File: config.mk
export PLATFORM = sky130hd
export DESIGN_NAME = mac_mod_761
export DESIGN_NICKNAME = d
export VERILOG_FILES = /design/src/rtl/mac_mod_761.sv
export SDC_FILE = /design/constraint.sdc
export NUM_CORES = 1
export LEC_CHECK = 0
export CAP_MARGIN = 20
export CORE_MARGIN = 3
export CORE_UTILIZATION = 25
export CTS_CLUSTER_SIZE = 30
export DETAILED_ROUTE_END_ITERATION = 8
export DONT_BUFFER_PORTS = 1
export HOLD_SLACK_MARGIN = 0.05
export PLACE_DENSITY = 0.39
export SLEW_MARGIN = 20
export SYNTH_ARGS = -nofsm -noshare
export SYNTH_HDL_FRONTEND = slang
export SYNTH_SLANG_ARGS = --single-unit
export TNS_END_PERCENT = 50
File: constraint.sdc
create_clock -name clk -period 12 [get_ports clk]
set_clock_uncertainty 0.1 [all_clocks]
set_input_delay 0.6 -clock clk [delete_from_list [all_inputs] [get_ports clk]]
set_output_delay 0.6 -clock clk [all_outputs]
set_load 0.01 [all_outputs]
File: src/rtl/mac_mod_761.sv
`default_nettype none
// ============================================================================
// Module      : mac_mod_761
// Description : Streaming modular multiply-accumulate over Z_761.
//               Accepts a frame of operand pairs (a, b) and returns
//               sum(a*b) mod 761 together with the frame's beat count.
//               Three-stage pipeline:
//                 S1 - raw 20-bit product
//                 S2 - Barrett reduction mod 761
//                 S3 - modular accumulate and result load
//               The whole pipeline stalls while a result waits for its
//               consumer.
// Ports       : clk, rst       - clock (rising edge), async active-high reset
//               in_valid/in_ready/in_a/in_b/in_last - operand beat stream
//               out_valid/out_ready/out_data/out_count - per-frame result
//               err            - range-check flag, only present when
//                                MAC_MOD_761_RANGE_CHECK_EN is defined
// Options     : MAC_MOD_761_RANGE_CHECK_EN - adds sticky operand range flag
// Revision    : 1.0 - initial release
// ============================================================================
module mac_mod_761 #(
    parameter int CNT_W = 11
) (
    input  logic             clk,
    input  logic             rst,
    input  logic             in_valid,
    output logic             in_ready,
    input  logic [9:0]       in_a,
    input  logic [9:0]       in_b,
    input  logic             in_last,
    output logic             out_valid,
    input  logic             out_ready,
    output logic [9:0]       out_data,
    output logic [CNT_W-1:0] out_count
`ifdef MAC_MOD_761_RANGE_CHECK_EN
    ,
    output logic             err
`endif
);

    localparam logic [10:0]      c_mod     = 11'd761;
    // mu = floor(2^20 / 761). The quotient estimate is then short by at
    // most one, so a single conditional subtraction makes S2 exact over the
    // full 20-bit product range.
    localparam logic [31:0]      c_mu      = 32'd1377;
    localparam logic [CNT_W-1:0] c_cnt_one = {{(CNT_W-1){1'b0}}, 1'b1};
    localparam logic [CNT_W-1:0] c_cnt_max = {CNT_W{1'b1}};

    // Pipeline registers
    logic             r_s1_valid;
    logic             r_s1_last;
    logic [19:0]      r_s1_p;
    logic             r_s2_valid;
    logic             r_s2_last;
    logic [9:0]       r_s2_r;
    logic [9:0]       r_acc;
    logic [CNT_W-1:0] r_cnt;
    logic             r_out_valid;
    logic [9:0]       r_out_data;
    logic [CNT_W-1:0] r_out_count;

    logic             w_adv;
    logic [10:0]      w_qt;
    logic [10:0]      w_qm;
    logic [10:0]      w_r0;
    logic [9:0]       w_r1;
    logic [10:0]      w_sum;
    logic [9:0]       w_acc_next;
    logic [CNT_W-1:0] w_cnt_inc;

    // Every stage moves together; nothing moves while a result is stuck.
    assign w_adv    = !r_out_valid || out_ready;
    assign in_ready = w_adv && !rst;

    // Barrett: q ~= (p * mu) >> 20; remainder p - q*761 lies in [0, 1521].
    // Only the low 11 bits of p - q*761 are needed since the true value
    // fits, so the subtraction is done modulo 2^11.
    assign w_qt = 11'(({12'd0, r_s1_p} * c_mu) >> 20);
    assign w_qm = 11'(w_qt * c_mod);
    assign w_r0 = r_s1_p[10:0] - w_qm;
    assign w_r1 = (w_r0 >= c_mod) ? 10'(w_r0 - c_mod) : w_r0[9:0];

    // Modular accumulate: both inputs < 761, so one subtraction suffices.
    assign w_sum      = {1'b0, r_acc} + {1'b0, r_s2_r};
    assign w_acc_next = (w_sum >= c_mod) ? 10'(w_sum - c_mod) : w_sum[9:0];

    // Counter saturates rather than wrapping on over-long frames.
    assign w_cnt_inc  = (r_cnt == c_cnt_max) ? r_cnt : r_cnt + c_cnt_one;

    always_ff @(posedge clk or posedge rst) begin
        if (rst) begin
            r_s1_valid  <= 1'b0;
            r_s1_last   <= 1'b0;
            r_s1_p      <= 20'd0;
            r_s2_valid  <= 1'b0;
            r_s2_last   <= 1'b0;
            r_s2_r      <= 10'd0;
            r_acc       <= 10'd0;
            r_cnt       <= '0;
            r_out_valid <= 1'b0;
            r_out_data  <= 10'd0;
            r_out_count <= '0;
        end else if (w_adv) begin
            // S1
            r_s1_valid <= in_valid;
            r_s1_last  <= in_last;
            r_s1_p     <= 20'(in_a) * 20'(in_b);
            // S2
            r_s2_valid <= r_s1_valid;
            r_s2_last  <= r_s1_last;
            r_s2_r     <= w_r1;
            // S3: w_adv implies any previous result is consumed this cycle,
            // so out_valid reflects only a newly loaded result.
            r_out_valid <= r_s2_valid && r_s2_last;
            if (r_s2_valid) begin
                if (r_s2_last) begin
                    r_out_data  <= w_acc_next;
                    r_out_count <= w_cnt_inc;
                    r_acc       <= 10'd0;
                    r_cnt       <= '0;
                end else begin
                    r_acc <= w_acc_next;
                    r_cnt <= w_cnt_inc;
                end
            end
        end
    end

    assign out_valid = r_out_valid;
    assign out_data  = r_out_data;
    assign out_count = r_out_count;

`ifdef MAC_MOD_761_RANGE_CHECK_EN
    logic r_err;
    logic w_bad_beat;

    assign w_bad_beat = in_valid && in_ready &&
                        ((in_a >= c_mod[9:0]) || (in_b >= c_mod[9:0]));

    // A bad beat accepted alongside a result handshake belongs to a later
    // frame, so setting takes priority over clearing.
    always_ff @(posedge clk or posedge rst) begin
        if (rst) begin
            r_err <= 1'b0;
        end else if (w_bad_beat) begin
            r_err <= 1'b1;
        end else if (r_out_valid && out_ready) begin
            r_err <= 1'b0;
        end
    end

    assign err = r_err;
`endif

endmodule
`default_nettype wire

==> After elaboration in Yosys (flattened, before gate mapping) <==
Cells that the tools add are included.
{ "word_totals": {"ff_bits": 77, "in_bits": 25, "out_inout_bits": 23, "elab_cells": 34} }
{ "op_classes": {"add_sub_neg": 5, "n_mul": 3, "n_lt_le_gt_ge": 2, "n_eq_ne": 1, "muxes": 5, "n_reduce_logical": 7} }
{ "ops": {"columns": ["op", "n"], "rows": [
  ["multiplier 20 x 11 -> 31 bit, second input constant", 1],
  ["two-way mux 10 bit", 3],
  ["greater-or-equal comparator 11 x 10 -> 1 bit, second input constant", 2],
  ["two-way mux 11 bit", 2],
  ["multiplier 10 x 10 -> 20 bit", 1],
  ["subtractor 10 bit, second input constant", 2],
  ["adder 10 x 10 -> 11 bit", 1],
  ["adder 11 x 1 -> 11 bit, second input constant", 1],
  ["== test 11 bit, second input constant", 1],
  ["multiplier 11 x 10 -> 11 bit, second input constant", 1],
  ["subtractor 11 bit", 1],
  ["AND reduction 3 bit", 1],
  ["logical AND 1 bit", 2],
  ["zero test 1 bit", 2],
  ["AND reduction 2 bit", 1],
  ["logical OR 1 bit", 1]
]} }

==> Longest topological paths before layout <==
Gate-level depths: netlist of the first run.
{ "depth": {"ltp_word": 5, "depth_mapped": 37, "mapped_depth_nobuf": 36} }

==> Least setup slack after synthesis of the first run <==
OpenSTA, ideal clock, no wires.
{ "synth_path": {"kind": "register -> register", "startpoint": "register r_s1_p[7]", "endpoint": "register r_s2_r[6]", "setup_time_ns": 0.082, "arrival_ns": 9.312, "t_required_ns": 11.818, "slack_ns": 2.506, "path_stages_with_launch": 33, "path_buffers": 1, "period_less_slack_ns": 9.494, "path_cell_list": "dfrtp_1 -> ha_1 -> fa_1 -> fa_1 -> fa_1 -> ha_1 -> ha_1 -> a21oi_1 -> o21ai_1 -> a32oi_1 -> nand3_1 -> a31oi_1 -> o21bai_1 -> xnor2_1 -> xor2_1 -> ha_1 -> inv_1 -> ha_1 -> fa_1 -> fa_1 -> fa_1 -> xor2_1 -> xnor2_1 -> xnor2_1 -> nor4_1 -> or4_4 -> a211o_1 -> a211oi_2 -> nor3_1 -> o21a_1 -> buf_6 -> or4_1 -> a31oi_1"} }
{ "synth_between": {"elab_chain_cells": 5, "elab_cells_between_ends": 6, "classes_between": "add/sub: 2; mul: 2; order compare: 1; mux: 1"} }
{ "synth_lines": {"columns": ["item", "line", "rtl"], "rows": [
  ["from (decl)", "52", "logic [19:0] r_s1_p;"],
  ["from (signal assigned)", "107", "r_s1_p <= 20'(in_a) * 20'(in_b);"],
  ["multiplier 20 x 11 -> 31 bit", "78", "assign w_qt = 11'(({12'd0, r_s1_p} * c_mu) >> 20);"],
  ["multiplier 11 x 10 -> 11 bit", "79", "assign w_qm = 11'(w_qt * c_mod);"],
  ["subtractor 11 bit *", "80", "assign w_r0 = r_s1_p[10:0] - w_qm;"],
  ["subtractor 10 bit or greater-or-equal comparator 11 x 10 -> 1 bit (tied branches)", "81", "assign w_r1 = (w_r0 >= c_mod) ? 10'(w_r0 - c_mod) : w_r0[9:0];"],
  ["two-way mux 10 bit *", "81", null],
  ["to (signal assigned)", "111", "r_s2_r <= w_r1;"],
  ["to (decl)", "55", "logic [9:0] r_s2_r;"]
]} }
Every way passes the cells marked *; elsewhere a longest branch is shown, timed or not.
A chain may end at the register's enable or synchronous reset.

==> Worst setup path after layout of the first run <==
{ "layout_path": {"startpoint": "register r_s1_p[8]", "endpoint": "register r_s2_r[6]"} }
The elaborated chain is that of the path after synthesis.

==> run metrics, run 1 <==
status=completed; initial antenna violation count=0; Netlist cell types=between 60 and 70; most used cell, CP=fa_1; DRT iter0 DRCs=roughly 250; launch point of the worst reg-to-reg path=r_s1_p[8]; Area Overhead vs Synth=8.491%; Post-synth EDFFs=0; Initial Util=25.37%; Placement Cell Area=0.01216 mm²; Final period util=85.80%; share of cells above drive strength 1=~3.3%; # setup viols final=0; post-DP HPWL=21960 µm; Core Region=between 0.04 and 0.05 mm²; H-tree Lvls=3; Clock transition at path regs=0.06 ns; RSZ-0062 raised after global routing=no; Worst setup startpoint=r_s1_p[8]; root buffer cell=clkbuf_16; Mapped Cells=approximately 1200; non-filler cells in the finished layout=about 1800; die height=~220 µm; Final TNS setup=0 ns; YS warnings=0; TritonCTS clock tree=built; # DRC=0; Sink Count=77; sequential cell area fraction in the yosys report=16.70%; slowest stage delay, CP=~0.64 ns; r2r setup slk=~1.7 ns; DR pass1 iterations=4; fin. max-slew vios=0; Slew HR=about a third; Register Area=0.001927 mm²; commonest cells after routing, fill and taps aside=ha_1 (210), inv_1 (170), nand2_1 (146), fa_1 (130), dfrtp_1 (77); GR Overflow Total=0; total number of vias=~8000; Core Rows=between 70 and 80; FMAX=0.09713 GHz; vias in the first global route=approximately 8500; worst hold-check path type=input pin to flip-flop; Final Cell Area=approximately 0.013 mm²; async set-or-reset flop fraction in the synthesized netlist=100.0%; Worst Path Arrival=10.47 ns; Fin. Hold Viols=0; area of the mapped netlist=between 0.01 and 0.015 mm²; Num CTS Buffers=9; largest net degree at the start of global routing=60; Worst setup endpoint=r_s2_r[6]; fin nets=roughly 1600; commonest non-fill, non-tap cell in the layout=ha_1; IO Count=48; Crit Path Max Fanout=10; slowest library cell on the worst path=dfrtp_1; CP startpoint kind=flip-flop; fin crit period=10.30 ns; # diodes=0; Syn Nets=between 1500 and 2000; Least-Margin Pin Slew=0.9847 ns; Top FF cell, synth=dfrtp_1; WL/cell=approximately 14 µm; deepest clock path buffer count=2; Reg2Reg Depth=31; critical path type=flip-flop to flip-flop; number of synthesized register bits=77; CP Data Required Time=around 12 ns; critical path depth in cells=31; die width=220.8 µm; reg-to-reg endpoint=r_s2_r[6]; Tot GR Track Use=between 10% and 20%; area occupied by multi-input gates=about 0.009 mm²; Total Die Area=~0.05 mm²; CP endpoint kind=flip-flop; Via density=4.457; max-cap viol count=0; Buffers on Ports=0; Hold Path Stages=2; Post-CTS Setup Repair Bufs=0; syn avg cell area=9.260 µm²; Total Wirelength=around 26000 µm; Placed Cells incl. Taps=between 1500 and 2000; family with the most delay on the worst path=adder cells; gpl congestion=between 0.7 and 0.8; Filler Cells Inserted=approximately 4900; first-pass GRT wire length=approximately 45000 µm; clock latency on the worst-skew pair=approximately 0.34 ns; CP Buf/Inv Count=1; Post-DRT Antenna Nets=0
[synthesized netlist by cell type (all sizes together), types with 3 or more instances]
cell / instances / area share, %
buf: 5 / 0.25
and3: 12 / 0.69
nand2: 146 / 4.7
o21ba: 3 / 0.26
o21ai: 56 / 2.5
xnor2: 50 / 3.8
mux2i: 3 / 0.26
nand4: 3 / 0.16
o31ai: 11 / 0.72
or4: 5 / 0.36
a21o: 12 / 0.78
o211ai: 6 / 0.39
ha: 210 / 23
fa: 130 / 23
xor2: 20 / 1.5
clkbuf: 33 / 1.1
nor2b: 4 / 0.22
or2: 5 / 0.27
a211oi: 4 / 0.30
o21bai: 11 / 0.72
inv: 172 / 5.6
dfrtp: 77 / 17
nor3: 11 / 0.48
nand2b: 6 / 0.33
nor2: 60 / 2.0
a31oi: 18 / 0.98
a21oi: 53 / 2.3
and2: 47 / 2.5
o21a: 12 / 0.79
nand3: 15 / 0.65
or3: 9 / 0.50
o211a: 3 / 0.26
[registers in the layout, summed over array words and instances (netlist names)]
signal	flops
r_s1_last	1
r_acc	10
r_s2_valid	1
r_s1_p	20
r_cnt	11
r_s2_last	1
out_valid	1
out_data	10
r_s2_r	10
r_s1_valid	1
out_count	11
[per-layer routing]
layer	global-route usage (%)	vias up	share of wire [%]
li1	-	4102	-
met2	17.88	63	47
met5	0	-	0
met3	1.526	6	2.3
met4	1.807	0	0.46
met1	16.15	3972	51
[logic make-up after synthesis]
group / count (synthesis) / share of synthesized area (%)
AO/OA/AOI/OAI: 210 / 11.62
XOR/XNOR: 70 / 5.313
multiplexers: 5 / 0.4554
adder cells (fa/ha/maj): 340 / 45.33
AND/OR/NAND/NOR: 334 / 13.66
buffers and inverters: 210 / 6.918
flip-flops: 77 / 16.70
[worst min path at each step]
stage                    start    endpoint
finish                in_valid  r_s1_valid
global route          in_valid  r_s1_valid
global placement    r_s1_valid  r_s1_valid
detailed placement  r_s1_valid  r_s1_valid
CTS                   in_valid  r_s1_valid
floorplan            r_s1_last   r_s1_last
[area by class of cell]
cell class              count  share of cell area, %
inverters                 172                  5.167
repair buffers              4                 0.2599
flip-flops and latches     77                  15.39
clock buffers              10                  1.909
multi-input cells         959                  70.42
well taps                 600                  5.997
clock inverters             5                 0.8496
[timing repair]
action / 4_1_cts / 5_1_grt
hold buffers: 1 / 0
resized for setup: 0 / 0
hold endpoints to repair: 20 / 0
[metrics by stage]
stage / hold slack [ns] / utilization, % / worst slack, ns
2_1_floorplan: 0.3386 / - / 2.506
3_5_place_dp: 0.3558 / 26.74 / 1.606
6_report: 0.2679 / 27.53 / 1.705
5_1_grt: 0.2491 / 27.53 / 0.9452
3_3_place_gp: 0.3513 / 26.74 / 1.776
4_1_cts: 0.2441 / 27.53 / 1.614
Power of run 1 is left out: the tool's default activity adds up to more than one toggle a clock period on the data nets, which glitch-free logic cannot reach.
==> inputs of run 2 (changes only) <==
--- a/config.mk
+++ b/config.mk
@@ -6,7 +6,7 @@
 export NUM_CORES = 1
 export LEC_CHECK = 0
 export CAP_MARGIN = 20
-export CORE_MARGIN = 3
+export CORE_MARGIN = 2
 export CORE_UTILIZATION = 25
 export CTS_CLUSTER_SIZE = 30
 export DETAILED_ROUTE_END_ITERATION = 8
==> constraint.sdc (replaced) <==
create_clock -name clk -period 12 [get_ports clk]
set_clock_uncertainty 0.1 [all_clocks]
set_input_delay 1.8 -clock clk [delete_from_list [all_inputs] [get_ports clk]]
set_output_delay 1.8 -clock clk [all_outputs]
set_load 0.01 [all_outputs]
==> run metrics, run 2 (same netlist as run 1, synthesis figures left out) <==
status=completed; Num CTS Buffers=9 (unchanged); Clock transition at path regs=0.07 ns (about the same); Via density=4.460 (about the same); slowest stage delay, CP=0.58 ns (-0.06 ns); Initial Util=25.37% (unchanged); TritonCTS clock tree=built; CP startpoint kind=flip-flop; post_cts resized=0 (unchanged); CP endpoint kind=flip-flop; Total Die Area=0.04789 mm² (-1.8%); critical path type=flip-flop to flip-flop; # setup viols final=0 (unchanged); Post-CTS Setup Repair Bufs=0 (unchanged); die width=218.8 µm (-0.91%); CP Data Required Time=12.17 ns (about the same); hold_buf cts=0 (-1); Core Rows=78 (unchanged); max-cap viol count=0 (unchanged); Reg2Reg Depth=33 (+6.5%); DRT iter0 DRCs=257 (+2.4%); FMAX=0.09674 GHz (-0.41%); Total Wirelength=26490 µm (+0.86%); Core Region=0.04548 mm² (unchanged); # DRC=0 (unchanged); IO Count=48 (unchanged); total number of vias=8148 (+0.061%); slowest library cell on the worst path=xnor2_1; DR pass1 iterations=4 (unchanged); die height=218.8 µm (-0.91%); Tot GR Track Use=11.61% (+0.50 points); commonest cells after routing, fill and taps aside=ha_1 (210), inv_1 (170), nand2_1 (146), fa_1 (130), dfrtp_1 (77); GR Overflow Total=0 (unchanged); fin crit period=10.34 ns (+0.04195 ns); H-tree Lvls=3 (unchanged); Fin. Hold Viols=0 (unchanged); initial antenna violation count=0 (unchanged); Final TNS setup=0 ns (unchanged); deepest clock path buffer count=2 (unchanged); Sink Count=77 (unchanged); Biggest register=r_s1_p; commonest non-fill, non-tap cell in the layout=ha_1; Area Overhead vs Synth=8.513% (about the same); Slew HR=34.68% (+0.48 points); first-pass GRT wire length=44670 µm (-0.58%); largest net degree at the start of global routing=60 (unchanged); most used cell, CP=fa_1; Least-Margin Pin Slew=0.9775 ns (-0.007220 ns); Final period util=86.14% (+0.35 points); root buffer cell=clkbuf_16; gpl congestion=0.7965 (+1.6%); RSZ-0062 raised after global routing=no; fin nets=1587 (-0.063%); worst hold-check path type=flip-flop to flip-flop; Post-DRT Antenna Nets=0 (unchanged); clock latency on the worst-skew pair=0.35 ns (about the same); fin. max-slew vios=0 (unchanged); Hold Path Stages=2 (unchanged); # diodes=0 (unchanged); max reg flops=20 (unchanged); WL/cell=14.50 µm (+0.86%); share of cells above drive strength 1=3.341% (+0.081 points); Buffers on Ports=0 (unchanged); Worst Path Arrival=10.51 ns (+0.04 ns); vias in the first global route=8503 (-0.047%); Crit Path Max Fanout=10 (unchanged); post-DP HPWL=22000 µm (+0.18%)
run 2: final timing paths:
check / start / end / slack [ns]
min in group asynchronous: rst / out_valid / 1.23
hold / removal: r_s1_valid / r_s1_valid / 0.37
setup reg to reg: r_s1_p[9] / r_s2_r[6] / 1.66
hold reg to reg: r_s1_valid / r_s1_valid / 0.37
setup / recovery: r_s1_p[9] / r_s2_r[6] / 1.66
max in group asynchronous: rst / r_s1_p[9] / 9.49
run 2: area by class of cell:
type / instances / area (µm²)
clock buffer: 10 / 239.0
clock inverter: 6 / 118.9
fill: 4910 / 32960
inverter: 172 / 646.9
multi-input combinational: 959 / 8816
sequential: 77 / 1927
tap: 600 / 750.7
timing repair buffer: 3 / 22.52
run 2: routing by layer:
layer  GRT usage (%)  share of wire, %  wire, µm  vias up
li1                -                 -         -     4081
met1           16.51                51     13380     4015
met2           19.22                47     12550       42
met3           1.414               1.5       402       10
met4           1.667              0.61       162        0
met5               0                 0         0        -
run 2: metrics by stage:
step / std cells / utilization, % / instance area, µm² / worst slack (ns) / hold WS [ns]
2_1_floorplan: 1246 / - / 11540 / 2.506 / 0.3386
6_report: 1827 / 27.53 / 12520 / 1.663 / 0.3660
3_5_place_dp: 1811 / 26.74 / 12160 / 1.582 / 0.3553
5_1_grt: 1827 / 27.53 / 12520 / 0.9683 / 0.4107
4_1_cts: 1827 / 27.53 / 12520 / 1.568 / 0.3705
3_3_place_gp: 1811 / 26.74 / 12160 / 1.735 / 0.3519
run 2: critical path, delay by kind of cell (launching register included):
family                     cells  cell delay (ns)
DFF                            1             0.51
buffers and inverters          3             0.14
and+or+nand+nor                7             1.59
AOI/OAI and AO/OA              7             2.14
xor gates and xnor gates       5             1.21
adders and majority gates     11             4.58
Power of run 2 is left out for the same reason.
